**src/rtl/decoder_scan_ctrl.sv**
```systemverilog
// rtl/decoder_scan_ctrl.sv - scan sequencer driving a 3:8 line decoder with dwell/blank timing
module decoder_scan_ctrl #(
  parameter int DWELL_W = 8
) (
  input  logic               clk,
  input  logic               rst,
  input  logic               start,
  input  logic               stop,
  input  logic [7:0]         mask,
  input  logic [DWELL_W-1:0] dwell,
  input  logic               continuous,
  output logic [2:0]         sel,
  output logic               enable,
  output logic               busy,
  output logic               done,
  output logic               wrap
);

  typedef enum logic [1:0] {IDLE, ACTIVE, BLANK} state_t;

  state_t             state;
  logic [7:0]         mask_q;
  logic [DWELL_W-1:0] dwell_q;
  logic               cont_q;
  logic [DWELL_W-1:0] cnt;

  logic [2:0]         low_in;
  logic [2:0]         low_q;
  logic [2:0]         next_idx;
  logic               has_next;
  logic [DWELL_W-1:0] reload_in;
  logic [DWELL_W-1:0] reload_q;

  // Priority scans: lowest set line of the live and latched masks, and the next latched line above sel.
  always_comb begin
    low_in   = '0;
    low_q    = '0;
    next_idx = '0;
    has_next = 1'b0;
    for (int i = 7; i >= 0; i--) begin
      if (mask[i])
        low_in = 3'(i);
      if (mask_q[i])
        low_q = 3'(i);
      if (mask_q[i] && (3'(i) > sel)) begin
        has_next = 1'b1;
        next_idx = 3'(i);
      end
    end
  end

  // The counter holds remaining cycles after the current one, so dwell 0 and 1 both give one cycle.
  assign reload_in = (dwell == '0)   ? '0 : dwell - DWELL_W'(1);
  assign reload_q  = (dwell_q == '0) ? '0 : dwell_q - DWELL_W'(1);

  always_ff @(posedge clk) begin
    if (rst) begin
      state   <= IDLE;
      sel     <= '0;
      enable  <= 1'b0;
      busy    <= 1'b0;
      done    <= 1'b0;
      wrap    <= 1'b0;
      mask_q  <= '0;
      dwell_q <= '0;
      cont_q  <= 1'b0;
      cnt     <= '0;
    end else begin
      done <= 1'b0;
      wrap <= 1'b0;
      case (state)
        IDLE: begin
          if (start) begin
            mask_q  <= mask;
            dwell_q <= dwell;
            cont_q  <= continuous;
            if (mask != '0) begin
              state  <= ACTIVE;
              sel    <= low_in;
              enable <= 1'b1;
              busy   <= 1'b1;
              cnt    <= reload_in;
            end else begin
              done <= 1'b1;
            end
          end
        end
        ACTIVE: begin
          if (stop) begin
            state  <= IDLE;
            enable <= 1'b0;
            busy   <= 1'b0;
            done   <= 1'b1;
          end else if (cnt == '0) begin
            if (has_next) begin
              state  <= BLANK;
              sel    <= next_idx;
              enable <= 1'b0;
            end else if (cont_q) begin
              state  <= BLANK;
              sel    <= low_q;
              enable <= 1'b0;
              wrap   <= 1'b1;
            end else begin
              state  <= IDLE;
              enable <= 1'b0;
              busy   <= 1'b0;
              done   <= 1'b1;
            end
          end else begin
            cnt <= cnt - DWELL_W'(1);
          end
        end
        BLANK: begin
          if (stop) begin
            state <= IDLE;
            busy  <= 1'b0;
            done  <= 1'b1;
          end else begin
            state  <= ACTIVE;
            enable <= 1'b1;
            cnt    <= reload_q;
          end
        end
        default: state <= IDLE;
      endcase
    end
  end

endmodule

```
**config.mk**
```make
export PLATFORM = sky130hd
export DESIGN_NAME = decoder_scan_ctrl
export DESIGN_NICKNAME = d
export VERILOG_FILES = /design/src/rtl/decoder_scan_ctrl.sv
export SDC_FILE = /design/constraint.sdc
export NUM_CORES = 1
export LEC_CHECK = 0
export ABC_CLOCK_PERIOD_IN_PS = 5500
export BUFFER_PORTS_ARGS = -buffer_cell sky130_fd_sc_hd__buf_2
export CORE_UTILIZATION = 60
export CTS_BUF_LIST = sky130_fd_sc_hd__clkbuf_16
export DETAILED_ROUTE_END_ITERATION = 10
export GPL_ROUTABILITY_DRIVEN = 1
export GPL_TIMING_DRIVEN = 0
export HOLD_SLACK_MARGIN = 0.02
export PLACE_DENSITY_LB_ADDON = 0.15
export SYNTH_ARGS = -nofsm -noshare
export SYNTH_HDL_FRONTEND = slang
export SYNTH_SLANG_ARGS = --single-unit
```
**constraint.sdc**
```tcl
create_clock -name clk -period 5.5 [get_ports clk]
set_clock_uncertainty 0.05 [all_clocks]
set_input_delay 0 -clock clk [delete_from_list [all_inputs] [get_ports clk]]
set_output_delay 0 -clock clk [all_outputs]
set_load 0.01 [all_outputs]
```
# Yosys cells after proc, flatten, opt, wreduce, memory -nomap -nowiden
# Index checks and enable logic that the tools add are counted.
# W data, S select, Z words.
# word_totals
reg_bits	34
output_inout_bits	7
elab_cells	134
# op_classes
add_sub_neg	3
n_lt_le_gt_ge	8
n_eq_ne	13
mux	76
bitwise	2
n_reduce_logical	22
# ops
cell	n
$mux W3	30
$mux W8	7
$mux W1	27
$logic_not A8 Y1	3
$pmux W8 S3	1
$sub A8 B1 Y8 const B	3
$ne A2 B2 Y1 const B	7
$gt A3 B3 Y1 const A	4
$mux W2	6
$ne A3 B3 Y1 const B	4
$reduce_and A6 Y1	2
$pmux W1 S3	3
$logic_and A1 B1 Y1	8
$reduce_bool A8 Y1	1
$reduce_and A7 Y1	1
$gt A1 B3 Y1 const A	2
$gt A2 B3 Y1 const A	2
$pmux W2 S3	1
$pmux W3 S2	1
$reduce_and A5 Y1	1
$reduce_or A5 Y1	1
$reduce_and A3 Y1	1
$reduce_bool A3 Y1	1
$eq A2 B1 Y1 const B	1
other kinds (5)	6

# Longest topological paths before layout
# Gate-level depths: netlist of the first run.
# logic_depth
word_depth	14
ltp_mapped	9

# Least setup slack after synthesis of the first run
# Ideal clock, no wire load.
# synth_path
path_kind	register to register
from	reg dwell_q[2]
to	reg cnt[6]
setup_time_ps	131
arrival_time_ps	1746
setup_slack_ps	3573
stages_incl_launch_ff	7
path_buffers	0
cell_sequence	dfxtp_1 > or4_4 > nor2_2 > mux2_1 > a221oi_1 > or3_1 > a21oi_2
# synth_between
elab_chain_cells	4
elab_cells_between_ends	5
classes_between	add/sub (1); mux (3); reduce/logical (1)
# synth_lines
item	line_no	rtl
start, declared	23	logic [DWELL_W-1:0] dwell_q;
start signal, assigned	75	dwell_q <= dwell;
$sub A8 B1 Y8 / $logic_not A8 Y1 (equally long branches)	54	assign reload_q = (dwell_q == '0) ? '0 : dwell_q - DWELL_W'(1);
$mux W8 *	54	
$mux W8 *	115	if (stop) begin
$pmux W8 S3 *	71	case (state)
end signal, assigned	82	cnt <= reload_in;
end signal, assigned	111	cnt <= cnt - DWELL_W'(1);
end signal, assigned	122	cnt <= reload_q;
end, declared	25	logic [DWELL_W-1:0] cnt;
# Every way passes the cells marked *; elsewhere a longest branch is shown, timed or not. The select of a mux whose other input is x is not followed.
# A chain may end at the register's enable or synchronous reset.

# Worst setup path in the final report of the first run
# layout_path
from	reg state[1]
to	reg sel[0]
# layout_between
elab_chain_cells	3
elab_cells_between_ends	10
classes_between	eq/ne (6); mux (1); reduce/logical (3)
# layout_lines
item	line_no	rtl
start, declared	21	state_t state;
start signal, assigned	58	state <= IDLE;
start signal, assigned	78	state <= ACTIVE;
start signal, assigned	90	state <= IDLE;
$eq A2 B1 Y1 / $logic_not A2 Y1 (equally long branches)	71	
$ne A3 B3 Y1 (no source line) (tied with other cells)	--	
$reduce_and A6 Y1 (no source line)	--	
end signal, assigned	79	sel <= low_in;
end signal, assigned	97	sel <= next_idx;
end signal, assigned	101	sel <= low_q;
end, declared	12	output logic [2:0] sel,
# Several ways; a longest one is shown, not always the timed one.

==> impl_metrics.toml, run 1 <==
[worst_setup_path]
slowest_delay_ps = 330
crit_chain = "inv_1 -> ha_1 -> buf_2 -> nor2b_1 -> nand4_1 -> a22oi_1 -> o31ai_2 -> a211o_1 -> a21oi_1"
cp_top_family = "compound AO/OA/AOI/OAI gates"
path_buf_inv = 2
slowest_stage = "dfxtp_1"
critPathRequiredTime_ps = 5660
path_max_fanout = 10
arrival_ps = 2320
worstSetupEndpointType = "flop"
start_kind = "flop"
path_class = "reg2reg"

[power_and_ir_drop]
netSwitchingPower_w = 0.0003668
p_comb_share_pct = 38.6
cellPowerDensity_nw_per_um2 = 344.8
intPower_w = 0.0005988
ir_worst_vdd_mv = 0.2463
switching_share_pct = 37.99
seqPwrFrac_pct = 33.7
p_leak_nw = 1.117
power_frac_clock_pct = 27.6

[job]
maxCapViolCount = 0

[sta]
fin_crit_ps = 2152
hold_violations = 0
max-slew-margin-rel_pct = 64.77
worstMarginPinSlew_ps = 521.6
timing.setup.tns_ps = 0
clock.fmax_ghz = 0.4647
grt_setup_unrepaired = "no"
finalCritPeriodShare_pct = 39.13
setup_viol = 0
slew_violations = 0

[synthesis]
synth_area_um2 = 2302
synth_flop_cell = "dfxtp_1"
syn_inst = 303
netlist-cell-type-count = 58
synth.avg_cell_area_um2 = 7.598
synth_top_area_cell = "dfxtp_1"
synth_seq_area_share_pct = 29.57
ys_warn_count = 0
synth_area_leaders = "dfxtp_1 (30%), nand2_1 (7.8%), a21oi_1 (7.4%)"
synth_top_area_share_pct = 29.57
ys_ff_latch = 34
synth_edf_count = 0
async_reset_ff_share_pct = 0
synth_nets = 333

[routing]
via_per_inst = 6.062
ant_nets = 0
drc = 0
first_pass_iters = 5
drtIter0Drc = 308
via_count = 2437
avgRoutedWirePerCell_um = 15.88
wirelength_um = 6384

[global_route]
grt_pass1_wl_um = 10780
antenna_found_initial = 0
grt_max_degree = 11
grt-ovfl-total = 0
grtUsageTotal_pct = 34.13
grt_pass1_vias = 2266

[floorplan]
rows = 22
die_area_um2 = 4089
dieHeight_um = 63.95
coreArea_um2 = 3661
die_x_um = 63.95
initial_core_util_pct = 62.88
io_pins = 28

[clock_network]
cts-buffers-inserted = 5
postCtsSetupRepairBufs = 0
cts_sinks = 34
cts_buffer_depth = 2
cts_tree = "yes"
cts_root_buf = "clkbuf_16"
htreeDepth = 2
clk_latency_ps = 280
cts.clk_slew.worst_paths_ps = 60

[cells_and_area]
utilization_pct = 76.49
finalInstanceArea_um2 = 2800
drive_above_1_share_pct = 14.12
antennaDiodeCount = 0
layout_common_cells = "nand2_1 (48), a21oi_1 (34), dfxtp_1 (34)"
final_common_cell = "nand2_1"
area_delta_synth_final_pct = 21.63
final_nets = 383

[status]
status = "finished, final reports clean"

[placement]
routabilityCongestion = 0.9516
place_area_um2 = 2492
place.detailed.hpwl_um = 4358
io_buffers = 26

[worst_hold_path]
hold_class = "in2reg"
## power by group through the flow
stage                     Clock (W)  Combinational [W]  Sequential [W]
after floorplan                   0           0.000266        0.000324
after global placement            0           0.000343        0.000327
after detailed placement          0           0.000351        0.000329
after CTS                  0.000267           0.000364        0.000325
after global routing       0.000280           0.000413        0.000332
final                      0.000267           0.000373        0.000326
## worst register-to-register path, stage by stage, from the launching register on
cell and delay (ps):
dfxtp_1 330, inv_1 100, ha_1 190, buf_2 230
nor2b_1 300, nand4_1 140, a22oi_1 210, o31ai_2 170
a211o_1 260, a21oi_1 110
## layer usage
| layer | up-vias | GRT usage (%) | part of all wire (%) | routed length (µm) |
|---|---|---|---|---|
| li1 | 1189 | - | - | - |
| met1 | 1124 | 44.43 | 44 | 2829 |
| met2 | 108 | 54.12 | 46 | 2964 |
| met3 | 16 | 6.964 | 6.5 | 414 |
| met4 | 0 | 14.77 | 2.7 | 175 |
| met5 | - | 0 | 0 | 0 |
## what timing repair did
action                                 CTS  global route
endpoints found under the hold margin   17             0
hold buffers                            17             0
resized for setup                        0             0
## Yosys cell counts, types with 2 or more instances
cell       n
o21a_1     2
nand3b_1   2
xor2_1     6
nor2b_1    4
nor3b_1    3
a21boi_0   2
nor3_1    15
o21ai_2    2
buf_2      2
inv_1     22
a211oi_1   6
nand2_1   48
nor2_1    22
a311oi_1   3
nand3_1    4
o22ai_1    8
a221oi_1   8
ha_1       9
clkbuf_1   9
o31ai_1    3
nand2b_1   3
a31oi_1    2
or4_1      3
xnor2_1    8
o21bai_1   4
a22oi_1    3
o21ai_0    3
a21oi_1   34
dfxtp_1   34
## flip-flops by register name, summed over array words and instances, names as in the netlist
name and flops:
done 1, enable 1, busy 1, state 2, cnt 8, dwell_q 8
cont_q 1, sel 3, mask_q 8, wrap 1
## through the flow
stage               worst slack (ps)  power [W]  instances  hold slack [ps]
finish                          3348  0.0009656        402            52.28
global placement                3436  0.0006709        377            193.9
global route                    3145   0.001025        402            73.45
CTS                             3371  0.0009555        402            47.44
detailed placement              3401  0.0006800        377            203.0
floorplan                       3573  0.0005902        303            85.97
## logic make-up (layout without fill, tap and decap cells)
kind of cell	count (synthesis)	after routing	share of synthesized area [%]
simple gates	114	114	23.97
xor+xnor	14	14	5.326
buf+inv	35	86	5.869
mux	2	2	0.9239
flops	34	34	29.57
fa+ha+maj	9	9	4.891
compound gates	95	95	29.46
## cell type report
class                   count  area (µm²)
flip-flops and latches     34       680.7
repair buffers             43       300.3
plain buffers              12       48.80
fillers                   269       860.8
clock buffers               5       125.1
clock inverters             3       12.51
multi-input cells         234        1486
inverters                  23       86.33
well taps                  48       60.06
## final timing paths
kind / to / cells after the start / slack (ps) / start
worst max-delay path: sel[0] / 9 / 3350 / state[1]
worst min-delay path: busy / 2 / 50 / rst
worst max register to register: sel[0] / 9 / 3350 / state[1]
worst min register to register: mask_q[0] / 2 / 440 / mask_q[0]
Note: power is estimated with default switching activity, not from simulation.
==> inputs of run 2 (changes only) <==
--- a/config.mk
+++ b/config.mk
@@ -5,9 +5,9 @@
 export SDC_FILE = /design/constraint.sdc
 export NUM_CORES = 1
 export LEC_CHECK = 0
-export ABC_CLOCK_PERIOD_IN_PS = 5500
+export ABC_CLOCK_PERIOD_IN_PS = 2120
 export BUFFER_PORTS_ARGS = -buffer_cell sky130_fd_sc_hd__buf_2
-export CORE_UTILIZATION = 60
+export CORE_UTILIZATION = 58
 export CTS_BUF_LIST = sky130_fd_sc_hd__clkbuf_16
 export DETAILED_ROUTE_END_ITERATION = 10
 export GPL_ROUTABILITY_DRIVEN = 1
==> constraint.sdc (replaced) <==
create_clock -name clk -period 2.12 [get_ports clk]
set_clock_uncertainty 0.05 [all_clocks]
set_input_delay 0 -clock clk [delete_from_list [all_inputs] [get_ports clk]]
set_output_delay 0 -clock clk [all_outputs]
set_load 0.01 [all_outputs]
==> run 2 against run 1 <==
Clock-buffer cell count did not move. Sequential share of layout area fell by 0.49 points. Fmax rose by 4.7%. Critical path type unchanged. Worst hold slack improved by 25 ps. Wire length barely moved.
==> impl_metrics.toml, run 2 (synthesized netlist as in run 1, its figures left out) <==
[routing]
drc = 0
first_pass_iters = 4
via_count = 2389
avgRoutedWirePerCell_um = 15.92
via_per_inst = 5.958
wirelength_um = 6383
drtIter0Drc = 224
ant_nets = 0

[worst_setup_path]
slowest_stage = "or4_4"
reg2reg_slack_ps = 60
cp_top_family = "compound AO/OA/AOI/OAI gates"
path_depth = 6
path_class = "reg2reg"
crit_chain = "or4_4 -> o41ai_4 -> buf_4 -> o22ai_1 -> a221oi_2 -> nor3_1"
reg2reg_depth = 6
worstSetupEndpointType = "flop"
start_kind = "flop"
critPathRequiredTime_ps = 2220
slowest_delay_ps = 570
reg2reg_from = "dwell_q[3]"
arrival_ps = 2150
r2r-end = "cnt[2]"
path_max_fanout = 6
path_buf_inv = 1

[clock_network]
cts_sinks = 34
cts_tree = "yes"
cts.clk_slew.worst_paths_ps = 50
cts_buffer_depth = 2
cts_root_buf = "clkbuf_16"
htreeDepth = 2
cts-buffers-inserted = 5
clk_latency_ps = 280

[placement]
place.detailed.hpwl_um = 4283
io_buffers = 26
routabilityCongestion = 0.9084
placed_cells = 377
place_area_um2 = 2492

[worst_hold_path]
min_to = "busy"
hold_class = "in2reg"
hold_depth = 2
hold_start = "rst"

[status]
status = "finished, final reports clean"

[global_route]
grtUsageTotal_pct = 32.05
grt_util_met2_pct = 52.47
top_usage_layer = "met2"
grt_pass1_wl_um = 10350
grt-ovfl-total = 0
antenna_found_initial = 0
grt_max_degree = 11
grt_use_met3_pct = 6.162
grt_pass1_vias = 2278
grtUsageMet1_pct = 42.00

[floorplan]
io_pins = 28
initial_core_util_pct = 61.50
die_x_um = 65
coreArea_um2 = 3744
dieHeight_um = 65
rows = 22
die_area_um2 = 4225

[cells_and_area]
final_nets = 384
final_common_cell = "nand2_1"
finalInstanceArea_um2 = 2858
area_delta_synth_final_pct = 24.13
drive_above_1_share_pct = 17.00
top_regs = "cnt x8, dwell_q x8, mask_q x8"
layout.cells.non_filler = 401
utilization_pct = 76.34
layout_common_cells = "nand2_1 (48), dfxtp_1 (34), a21oi_1 (33)"
antennaDiodeCount = 0

[power_and_ir_drop]
netSwitchingPower_w = 0.0009628
power_frac_clock_pct = 26.8
intPower_w = 0.001566
p_total_w = 0.002529
cellPowerDensity_nw_per_um2 = 885.0
switching_share_pct = 38.07
seqPwrFrac_pct = 33.4
ir_worst_vdd_mv = 0.5451
p_leak_nw = 1.130
p_comb_share_pct = 39.9

[sta]
worstMarginPinSlew_ps = 557.2
clock.fmax_ghz = 0.4864
hold_violations = 0
max-slew-margin-rel_pct = 62.85
fin_crit_ps = 2056
finalCritPeriodShare_pct = 96.99
grt_setup_unrepaired = "yes"
setup_viol = 0
slew_violations = 0
whs_ps = 77.51

[job]
maxCapViolCount = 0
==> run 2: worst max-delay path by stage <==
stage                from      to  slack, ps
2_1_floorplan  dwell_q[2]  cnt[6]        190
3_3_place_gp     state[1]  sel[2]         20
3_5_place_dp     state[1]  sel[2]         10
4_1_cts          state[1]  sel[2]         40
5_1_grt            sel[1]  sel[2]        -40
6_report       dwell_q[3]  cnt[2]         60
==> run 2: layer usage <==
| metal | vias to the layer above | wire (µm) |
|---|---|---|
| met1 | 1102 | 2974 |
| met5 | - | 0 |
| met3 | 6 | 402 |
| li1 | 1194 | - |
| met2 | 87 | 2955 |
| met4 | 0 | 51 |
==> run 2: final cells by class <==
cell class,count,area (µm²)
Clock inverter,1,3.754
Tap cell,48,60.06
Inverter,23,86.33
Clock buffer,5,125.1
Multi-Input combinational cell,234,1541
Timing Repair Buffer,44,307.8
Buffer,12,52.55
Fill cell,294,885.9
Sequential cell,34,680.7
==> run 2: repair_timing <==
action                                  in CTS  in global routing
setup buffers                                0                  1
hold endpoints to repair                    17                  0
cloned                                       0                  0
hold buffers                                17                  0
gates resized for setup                      1                 14
pin swaps                                    0                  5
endpoints found under the setup margin       1                 12
==> run 2: power groups by stage <==
stage	Combinational (W)	Sequential [W]	Clock [W]
after global placement	0.000894	0.000851	0
final	0.00101	0.000844	0.000677
after floorplan	0.000691	0.000840	0
after CTS	0.000944	0.000841	0.000676
after detailed placement	0.000904	0.000854	0
after global routing	0.00111	0.000858	0.000693
==> run 2: worst reg2reg max path: cells and delay by family (launching register included) <==
family,cells,cell delay (ps)
AOI/OAI and AO/OA,3,700
buffers and inverters,1,190
DFF,1,340
and+or+nand+nor,2,650
==> run 2: through the flow <==
| stage | setup TNS, ps | setup slack (ps) |
|---|---|---|
| floorplan | 0 | 192.9 |
| global placement | 0 | 16.18 |
| detailed placement | 0 | 12.22 |
| CTS | 0 | 36.98 |
| global route | -98.37 | -36.29 |
| finish | 0 | 63.90 |
